File: config.mk
export PLATFORM = sky130hd
export DESIGN_NAME = hazard_stall_ctrl
export DESIGN_NICKNAME = d
export VERILOG_FILES = /design/src/rtl/hazard_stall_ctrl.sv
export SDC_FILE = /design/constraint.sdc
export NUM_CORES = 1
export LEC_CHECK = 0
export CORE_ASPECT_RATIO = 1.1
export CORE_UTILIZATION = 33
export CTS_CLUSTER_DIAMETER = 40
export DETAILED_ROUTE_END_ITERATION = 6
export PLACE_DENSITY = 0.73
export SETUP_SLACK_MARGIN = 0.5
export SYNTH_ARGS = -nofsm -noshare
export SYNTH_HDL_FRONTEND = slang
export SYNTH_SLANG_ARGS = --single-unit
File: constraint.sdc
create_clock -name clk_i -period 2 [get_ports clk_i]
set_input_delay 0.4 -clock clk_i [delete_from_list [all_inputs] [get_ports clk_i]]
set_output_delay 0.4 -clock clk_i [all_outputs]
set_load 0.02 [all_outputs]
File: src/rtl/hazard_stall_ctrl.sv
// hazard_stall_ctrl: pipeline sequencer for the 5-stage MIPS core.
// Handles load-use bubbles, data-memory wait freezes and taken-branch flushes.
// Optional perf counters are compiled in with `define HAZARD_PERF_EN.
module hazard_stall_ctrl #(
    parameter int LU_BUBBLES  = 1,   // bubbles per load-use hazard, 1..7
    parameter int MEM_TIMEOUT = 64   // max MEMWAIT cycles before ERR, 2..255
`ifdef HAZARD_PERF_EN
    , parameter int CNT_W     = 16   // perf counter width
`endif
) (
    input  logic       clk_i,
    input  logic       rst_i,
    input  logic [4:0] IFID_RegRS_i,
    input  logic [4:0] IFID_RegRT_i,
    input  logic       IDEX_MemRead_i,
    input  logic [4:0] IDEX_RegRT_i,
    input  logic       Branch_taken_i,
    input  logic       EXMEM_MemAccess_i,
    input  logic       DMem_ack_i,
    output logic       PCWrite_o,
    output logic       IFIDWrite_o,
    output logic       IFIDFlush_o,
    output logic       IDEXBubble_o,
    output logic       PipeStall_o,
    output logic       MemTimeout_o,
    output logic [1:0] State_o
`ifdef HAZARD_PERF_EN
    , output logic [CNT_W-1:0] StallCycles_o
    , output logic [CNT_W-1:0] FlushCnt_o
`endif
);

    typedef enum logic [1:0] {
        S_RUN     = 2'd0,
        S_BUBBLE  = 2'd1,
        S_MEMWAIT = 2'd2,
        S_ERR     = 2'd3
    } state_t;

    state_t     state, state_n;
    logic [7:0] cnt, cnt_n;   // bubbles left in BUBBLE, wait cycles in MEMWAIT

    logic lu, mw;

    // Decision a RUN cycle would make; also reused when MEMWAIT releases on ack
    state_t     run_next;
    logic [7:0] run_cnt;
    logic       run_pcw, run_ifw, run_flush, run_bub, run_stall;

    // Hazard detection
    always_comb begin
        lu = IDEX_MemRead_i && (IDEX_RegRT_i != 5'd0) &&
             ((IDEX_RegRT_i == IFID_RegRS_i) || (IDEX_RegRT_i == IFID_RegRT_i));
        mw = EXMEM_MemAccess_i && !DMem_ack_i;
    end

    // RUN-time priority: memory freeze beats load-use, load-use beats branch flush
    always_comb begin
        run_next  = S_RUN;
        run_cnt   = 8'd0;
        run_pcw   = 1'b1;
        run_ifw   = 1'b1;
        run_flush = 1'b0;
        run_bub   = 1'b0;
        run_stall = 1'b0;
        if (mw) begin
            run_pcw   = 1'b0;
            run_ifw   = 1'b0;
            run_stall = 1'b1;
            run_next  = S_MEMWAIT;
            run_cnt   = 8'd1;
        end else if (lu) begin
            // Flush is held off: the branch is re-evaluated once the stall clears
            run_pcw = 1'b0;
            run_ifw = 1'b0;
            run_bub = 1'b1;
            if (LU_BUBBLES > 1) begin
                run_next = S_BUBBLE;
                run_cnt  = 8'(LU_BUBBLES - 1);
            end
        end else if (Branch_taken_i) begin
            run_flush = 1'b1;
        end
    end

    // State register; reset returns to RUN with the counter cleared
    always_ff @(posedge clk_i) begin
        if (rst_i) begin
            state <= S_RUN;
            cnt   <= 8'd0;
        end else begin
            state <= state_n;
            cnt   <= cnt_n;
        end
    end

    // Next-state and output decode
    always_comb begin
        state_n      = state;
        cnt_n        = cnt;
        PCWrite_o    = 1'b1;
        IFIDWrite_o  = 1'b1;
        IFIDFlush_o  = 1'b0;
        IDEXBubble_o = 1'b0;
        PipeStall_o  = 1'b0;
        MemTimeout_o = 1'b0;
        State_o      = state;
        unique case (state)
            S_RUN: begin
                state_n      = run_next;
                cnt_n        = run_cnt;
                PCWrite_o    = run_pcw;
                IFIDWrite_o  = run_ifw;
                IFIDFlush_o  = run_flush;
                IDEXBubble_o = run_bub;
                PipeStall_o  = run_stall;
            end
            S_BUBBLE: begin
                PCWrite_o    = 1'b0;
                IFIDWrite_o  = 1'b0;
                IDEXBubble_o = 1'b1;
                if (cnt <= 8'd1) begin
                    state_n = S_RUN;
                    cnt_n   = 8'd0;
                end else begin
                    cnt_n = cnt - 8'd1;
                end
            end
            S_MEMWAIT: begin
                if (DMem_ack_i) begin
                    // Ack releases the freeze in the same cycle
                    state_n      = run_next;
                    cnt_n        = run_cnt;
                    PCWrite_o    = run_pcw;
                    IFIDWrite_o  = run_ifw;
                    IFIDFlush_o  = run_flush;
                    IDEXBubble_o = run_bub;
                    PipeStall_o  = run_stall;
                end else begin
                    PCWrite_o   = 1'b0;
                    IFIDWrite_o = 1'b0;
                    PipeStall_o = 1'b1;
                    if (cnt >= 8'(MEM_TIMEOUT)) begin
                        state_n = S_ERR;
                    end else begin
                        cnt_n = cnt + 8'd1;
                    end
                end
            end
            S_ERR: begin
                PCWrite_o    = 1'b0;
                IFIDWrite_o  = 1'b0;
                PipeStall_o  = 1'b1;
                MemTimeout_o = 1'b1;
            end
            default: state_n = S_RUN;
        endcase
        if (rst_i) begin
            PCWrite_o    = 1'b0;
            IFIDWrite_o  = 1'b0;
            IFIDFlush_o  = 1'b0;
            IDEXBubble_o = 1'b1;
            PipeStall_o  = 1'b0;
            MemTimeout_o = 1'b0;
            State_o      = 2'd0;
        end
    end

`ifdef HAZARD_PERF_EN
    // Saturating counts of PC-stalled cycles and IF/ID flushes
    always_ff @(posedge clk_i) begin
        if (rst_i) begin
            StallCycles_o <= '0;
            FlushCnt_o    <= '0;
        end else begin
            if (!PCWrite_o && (StallCycles_o != '1))
                StallCycles_o <= StallCycles_o + 1'b1;
            if (IFIDFlush_o && (FlushCnt_o != '1))
                FlushCnt_o <= FlushCnt_o + 1'b1;
        end
    end
`endif

endmodule
==> results.py, run 1 <==
metrics = {
    "power_and_ir_drop": {
        "leakagePower_nw": 0.827,
        "finalPower_uw": 615,
        "p_per_area_nw_per_um2": 286,
        "peakVddDrop_mv": 0.267,
    },
    "worst_setup_path": {
        "worstPathMaxFanout": 3,
        "rr_worst_depth": 4,
        "crit_type": "register to primary output",
        "startpoint_type": "register",
        "critPathLaunch": "state[1]",
        "cp_data_arrival_time_ns": 1.65,
        "rr_startpoint": "cnt[2]",
        "end_kind": "primary output",
        "crit_required_ns": 1.60,
    },
    "layout": {
        "fin_nets": 238,
        "area_delta_synth_final_pct": 106,
        "fillers": 208,
        "drive_gt1_frac": 0.599,
        "final_common_cell": "buf_4",
        "diodes": 0,
        "layout_common_cells": "buf_4 (28), buf_6 (25), dlygate4sd2_1 (14), xnor2_1 (13), nand2_1 (8)",
        "stdcell_count": 241,
        "fin_util": 0.711,
    },
    "sta": {
        "final.period_utilization": 1.02,
        "max_freq_mhz": 489,
        "tightest_slew_ns": 0.403,
        "rsz0062_at_grt": "yes",
        "hold_slack_ns": 0.507,
        "fin_ws_ns": -0.0450,
        "slew_headroom": 0.731,
        "period_needed_ns": 2.05,
        "finClkSkew_ns": 0.00963,
        "slew_viol_final": 0,
        "finalSetupViolCount": 2,
        "finalHoldViolCount": 0,
    },
    "placement": {
        "place.gp.congestion": 0.947,
        "place.port_buffers": 28,
        "dpl.hpwl_um": 2500,
        "place_ws_ns": -0.820,
        "dp_cells": 222,
    },
    "floorplan": {
        "die_area_um2": 3390,
        "start_util": 0.345,
        "io_pins": 29,
        "floorplan.rows": 21,
        "die_h_um": 60.9,
        "core_um2": 3020,
        "die_width_um": 55.6,
    },
    "logic_synthesis": {
        "synth_area_um2": 1040,
        "yosysSeqAreaShare": 0.192,
        "synthSimpleGateAreaFrac": 0.202,
        "synth-edff-count": 0,
        "synthCells": 136,
        "synth.avg_cell_area_um2": 7.66,
        "synth_fa_ha_area_frac": 0.0960,
        "yosys.area_share.xor_xnor": 0.126,
        "synth_compound_area_frac": 0.289,
        "yosys_warnings": 0,
        "synth-seq-cells": 10,
        "synth_top_family_by_area": "compound AO/OA/AOI/OAI gates",
        "syn-num-nets": 165,
        "ys_types": 41,
        "muxShareOfSynthArea": 0.0192,
        "synth_ff_type": "dfxtp_1",
        "async_flop_share": 0,
    },
    "clock_tree": {
        "holdBufCountCts": 0,
        "clkSinkCount": 10,
        "htreeDepth": 1,
        "cts_buffers": 3,
        "clock_tree.buffer_depth": 2,
        "path_clk_slew_ns": 0.06,
        "clock_latency_ns": 0.27,
        "clockRootBuffer": "clkbuf_4",
        "cts_tree": "built",
    },
    "detailed_routing": {
        "wl_per_cell_um": 18.4,
        "ant_nets": 0,
        "first_iter_violations": 67,
        "drt_pass1_iterations": 4,
        "route.detailed.drc": 0,
        "viasPerCell": 5.69,
        "wl_um": 4430,
        "vias": 1372,
    },
    "global_route": {
        "grt_max_degree": 10,
        "grt_pass1_vias": 1326,
        "grt_pass1_wl_um": 6020,
        "grt_use_total": 0.223,
        "antenna_found_initial": 0,
        "overflow": 0,
    },
    "run": {
        "cap_violations": 0,
    },
    "status": {
        "violations": "setup timing",
        "outcome": "finished with violations",
    },
    "hold_path": {
        "hold_start": "cnt[4]",
        "hold_depth": 1,
        "holdCritPathClass": "register to register",
    },
}
cell type report:
| cell class | instances | area, µm² | share of cell area |
|---|---|---|---|
| Sequential cell | 10 | 213 | 0.0990 |
| Multi-Input combinational cell | 111 | 1140 | 0.531 |
| Clock buffer | 3 | 22.5 | 0.0105 |
| Inverter | 9 | 41.3 | 0.0192 |
| Tap cell | 34 | 42.5 | 0.0198 |
| Timing Repair Buffer | 74 | 689 | 0.321 |
registers in the layout, summed over array words and instances (netlist names):
signal  flops
state       2
cnt         8
critical path, cell delays in order, from the launching register on:
cell and delay (ns):
dfxtp_4 0.37, inv_4 0.07, ha_4 0.16, inv_2 0.04
o21ai_2 0.16, buf_4 0.15, o2111ai_4 0.12, a21oi_4 0.16
buf_6 0.13
layer usage:
| metal | track usage | part of all wire | up-vias | wire (µm) |
|---|---|---|---|---|
| met5 | 0 | 0 | - | 0 |
| met3 | 0.0256 | 0.040 | 10 | 177 |
| met4 | 0.0679 | 0.022 | 0 | 96 |
| met1 | 0.259 | 0.39 | 666 | 1750 |
| met2 | 0.437 | 0.54 | 51 | 2410 |
| li1 | - | - | 645 | - |
timing repair:
action | 4_1_cts | 5_1_grt
gates resized for setup | 146 | 45
buffers inserted | 5 | 11
pin swaps | 28 | 21
endpoints found under the setup margin | 18 | 18
synthesized netlist by cell type (3+ instances only):
library cell / count / area [µm²]
ha_1: 8 / 100
nand2_1: 9 / 33.8
o211ai_1: 3 / 22.5
inv_1: 9 / 33.8
xnor2_1: 14 / 123
nor3_1: 6 / 30.0
nor2_1: 12 / 45.0
o21ai_0: 8 / 40.0
a21oi_1: 7 / 35.0
nand3_1: 6 / 30.0
dfxtp_1: 10 / 200
o32ai_1: 4 / 35.0
through the flow:
stage	setup TNS [ns]	area [µm²]
4_1_cts	-0.0546	1880
2_1_floorplan	0	1080
5_1_grt	-0.173	2150
6_report	-0.0752	2150
3_3_place_gp	-4.09	1580
3_5_place_dp	-4.43	1580
worst paths after layout:
check / end / slack [ns]
hold reg to reg: cnt[4] / 0.51
setup / recovery: IFIDFlush_o / -0.05
hold / removal: cnt[4] / 0.51
setup reg to reg: state[1] / 0.04
kinds of logic after synthesis:
| kind of cell | count (synthesis) |
|---|---|
| AND/OR/NAND/NOR | 43 |
| XOR/XNOR | 15 |
| multiplexers | 2 |
| AO/OA/AOI/OAI | 43 |
| flip-flops | 10 |
| adder cells (fa/ha/maj) | 8 |
| buffers and inverters | 15 |
power breakdown:
group | total (mW) | leakage (nW) | internal, mW | switching, mW
clock | 0.143 | 0.0138 | 0.0696 | 0.0734
combinational | 0.269 | 0.729 | 0.144 | 0.126
sequential | 0.203 | 0.0843 | 0.199 | 0.00382
No activity file was read; power rests on OpenSTA's default activity.
==> run 2: changes to the inputs <==
Settings changed: GPL_ROUTABILITY_DRIVEN from default to 0.
==> results.py, run 2 (same netlist as run 1, synthesis figures left out) <==
metrics = {
    "status": {
        "outcome": "finished with violations",
        "violations": "setup timing",
    },
    "worst_setup_path": {
        "cpMaxStageDelayCell": "dfxtp_4",
        "path_cells": "inv_4 > ha_4 > o21ai_2 > o21ai_2 > buf_4 > buf_6 > a41o_1 > buf_6",
        "startpoint_type": "register",
        "rr_startpoint": "cnt[2]",
        "crit_type": "register to primary output",
        "cp_data_arrival_time_ns": 1.68,
        "crit_required_ns": 1.60,
        "worstPathMaxFanout": 4,
        "critPathLaunch": "state[1]",
        "critical_path.max_stage_delay_ns": 0.39,
        "end_kind": "primary output",
    },
    "sta": {
        "finClkSkew_ns": 0.00971,
        "period_needed_ns": 2.08,
        "rsz0062_at_grt": "yes",
        "slew_headroom": 0.740,
        "tightest_slew_ns": 0.387,
        "finalSetupViolCount": 5,
        "finalHoldViolCount": 0,
        "final.period_utilization": 1.04,
        "max_freq_mhz": 482,
        "fin_ws_ns": -0.0761,
        "hold_slack_ns": 0.508,
        "slew_viol_final": 0,
    },
    "placement": {
        "dpl-instance-area_um2": 1590,
        "dpl.hpwl_um": 2550,
        "place.port_buffers": 28,
    },
    "clock_tree": {
        "clock_tree.buffer_depth": 2,
        "path_clk_slew_ns": 0.07,
        "clkSinkCount": 10,
        "clock_latency_ns": 0.29,
        "cts_tree": "built",
        "holdBufCountCts": 0,
        "cts_buffers": 3,
        "htreeDepth": 1,
        "clockRootBuffer": "clkbuf_4",
    },
    "hold_path": {
        "hold_start": "cnt[4]",
        "holdCritPathClass": "register to register",
    },
    "detailed_routing": {
        "route.detailed.drc": 0,
        "wl_per_cell_um": 19.9,
        "vias": 1429,
        "viasPerCell": 5.90,
        "wl_um": 4810,
        "ant_nets": 0,
        "first_iter_violations": 64,
        "drt_pass1_iterations": 4,
    },
    "layout": {
        "area_delta_synth_final_pct": 108,
        "seqCellArea_um2": 216,
        "diodes": 0,
        "largest_register_ffs": 8,
        "layout_common_cells": "buf_4 (29), buf_6 (26), xnor2_1 (13), dlygate4sd2_1 (12), nand2_1 (8)",
        "fin_util": 0.718,
        "final_cell_area_um2": 2170,
        "fillers": 217,
        "drive_gt1_frac": 0.582,
        "final_common_cell": "buf_4",
        "largest_register": "cnt",
        "multiInputGateArea_um2": 1140,
        "fin_nets": 239,
        "reg_top3": "cnt x8, state x2",
    },
    "power_and_ir_drop": {
        "peakVddDrop_mv": 0.270,
        "p_per_area_nw_per_um2": 285,
        "leakagePower_nw": 0.843,
    },
    "global_route": {
        "grt_max_degree": 10,
        "grt_pass1_wl_um": 6400,
        "grt_use_total": 0.248,
        "antenna_found_initial": 0,
        "grt_pass1_vias": 1389,
        "overflow": 0,
    },
    "floorplan": {
        "die_width_um": 55.6,
        "core_um2": 3020,
        "die_area_um2": 3390,
        "io_pins": 29,
        "die_h_um": 60.9,
        "floorplan.rows": 21,
        "start_util": 0.345,
    },
    "run": {
        "cap_violations": 0,
    },
}
run 2: changes by cell type in the layout (fill, tap and decap cells not counted), sizes merged:
cell	before	now
buf	57	58
clkbuf	4	5
dlymetal6s2s	0	1
dlygate4sd2	14	12
run 2: final timing paths:
| check | to | slack (ns) | depth (start not counted) |
|---|---|---|---|
| worst max register to register | state[1] | 0.05 | 4 |
| worst min register to register | cnt[4] | 0.51 | 1 |
| worst max-delay path | IDEXBubble_o | -0.08 | 8 |
| worst min-delay path | cnt[4] | 0.51 | 1 |
run 2: stage by stage:
stage          total power, mW  setup TNS, ns  instances  setup WS (ns)
2_1_floorplan            0.297              0        136         0.0506
3_3_place_gp             0.397          -4.11        223         -0.791
3_5_place_dp             0.400          -4.38        223         -0.810
4_1_cts                  0.571        -0.0599        233        -0.0599
5_1_grt                  0.641         -0.474        242         -0.129
6_report                 0.618         -0.213        242        -0.0761
run 2: what timing repair did:
action / CTS / global route
buffers inserted: 7 / 9
cloned: 0 / 0
setup endpoints to repair: 18 / 18
gates resized for setup: 149 / 41
pin swaps: 26 / 21
run 2: area by class of cell:
cell class / count / area share
multi-input combinational: 111 / 0.527
timing repair buffer: 75 / 0.324
sequential: 10 / 0.0997
tap: 34 / 0.0196
inverter: 9 / 0.0190
clock buffer: 3 / 0.0104
run 2: per-layer routing:
layer | share of wire | global-route usage
met5 | 0 | 0
met4 | 0.031 | 0.121
met3 | 0.047 | 0.0235
met2 | 0.56 | 0.523
met1 | 0.36 | 0.247
run 2: power breakdown:
group | total [mW] | internal (mW) | leakage [nW] | switching, mW
Clock | 0.150 | 0.0700 | 0.0138 | 0.0795
Combinational | 0.265 | 0.141 | 0.744 | 0.123
Sequential | 0.204 | 0.198 | 0.0851 | 0.00543
Total | 0.618 | 0.410 | 0.843 | 0.208
run 2: critical path: cells and delay by family (launching register included):
family	cells	cell delay (ns)
adders and majority gates	1	0.17
DFF	1	0.39
AOI/OAI and AO/OA	3	0.41
buffers and inverters	4	0.42
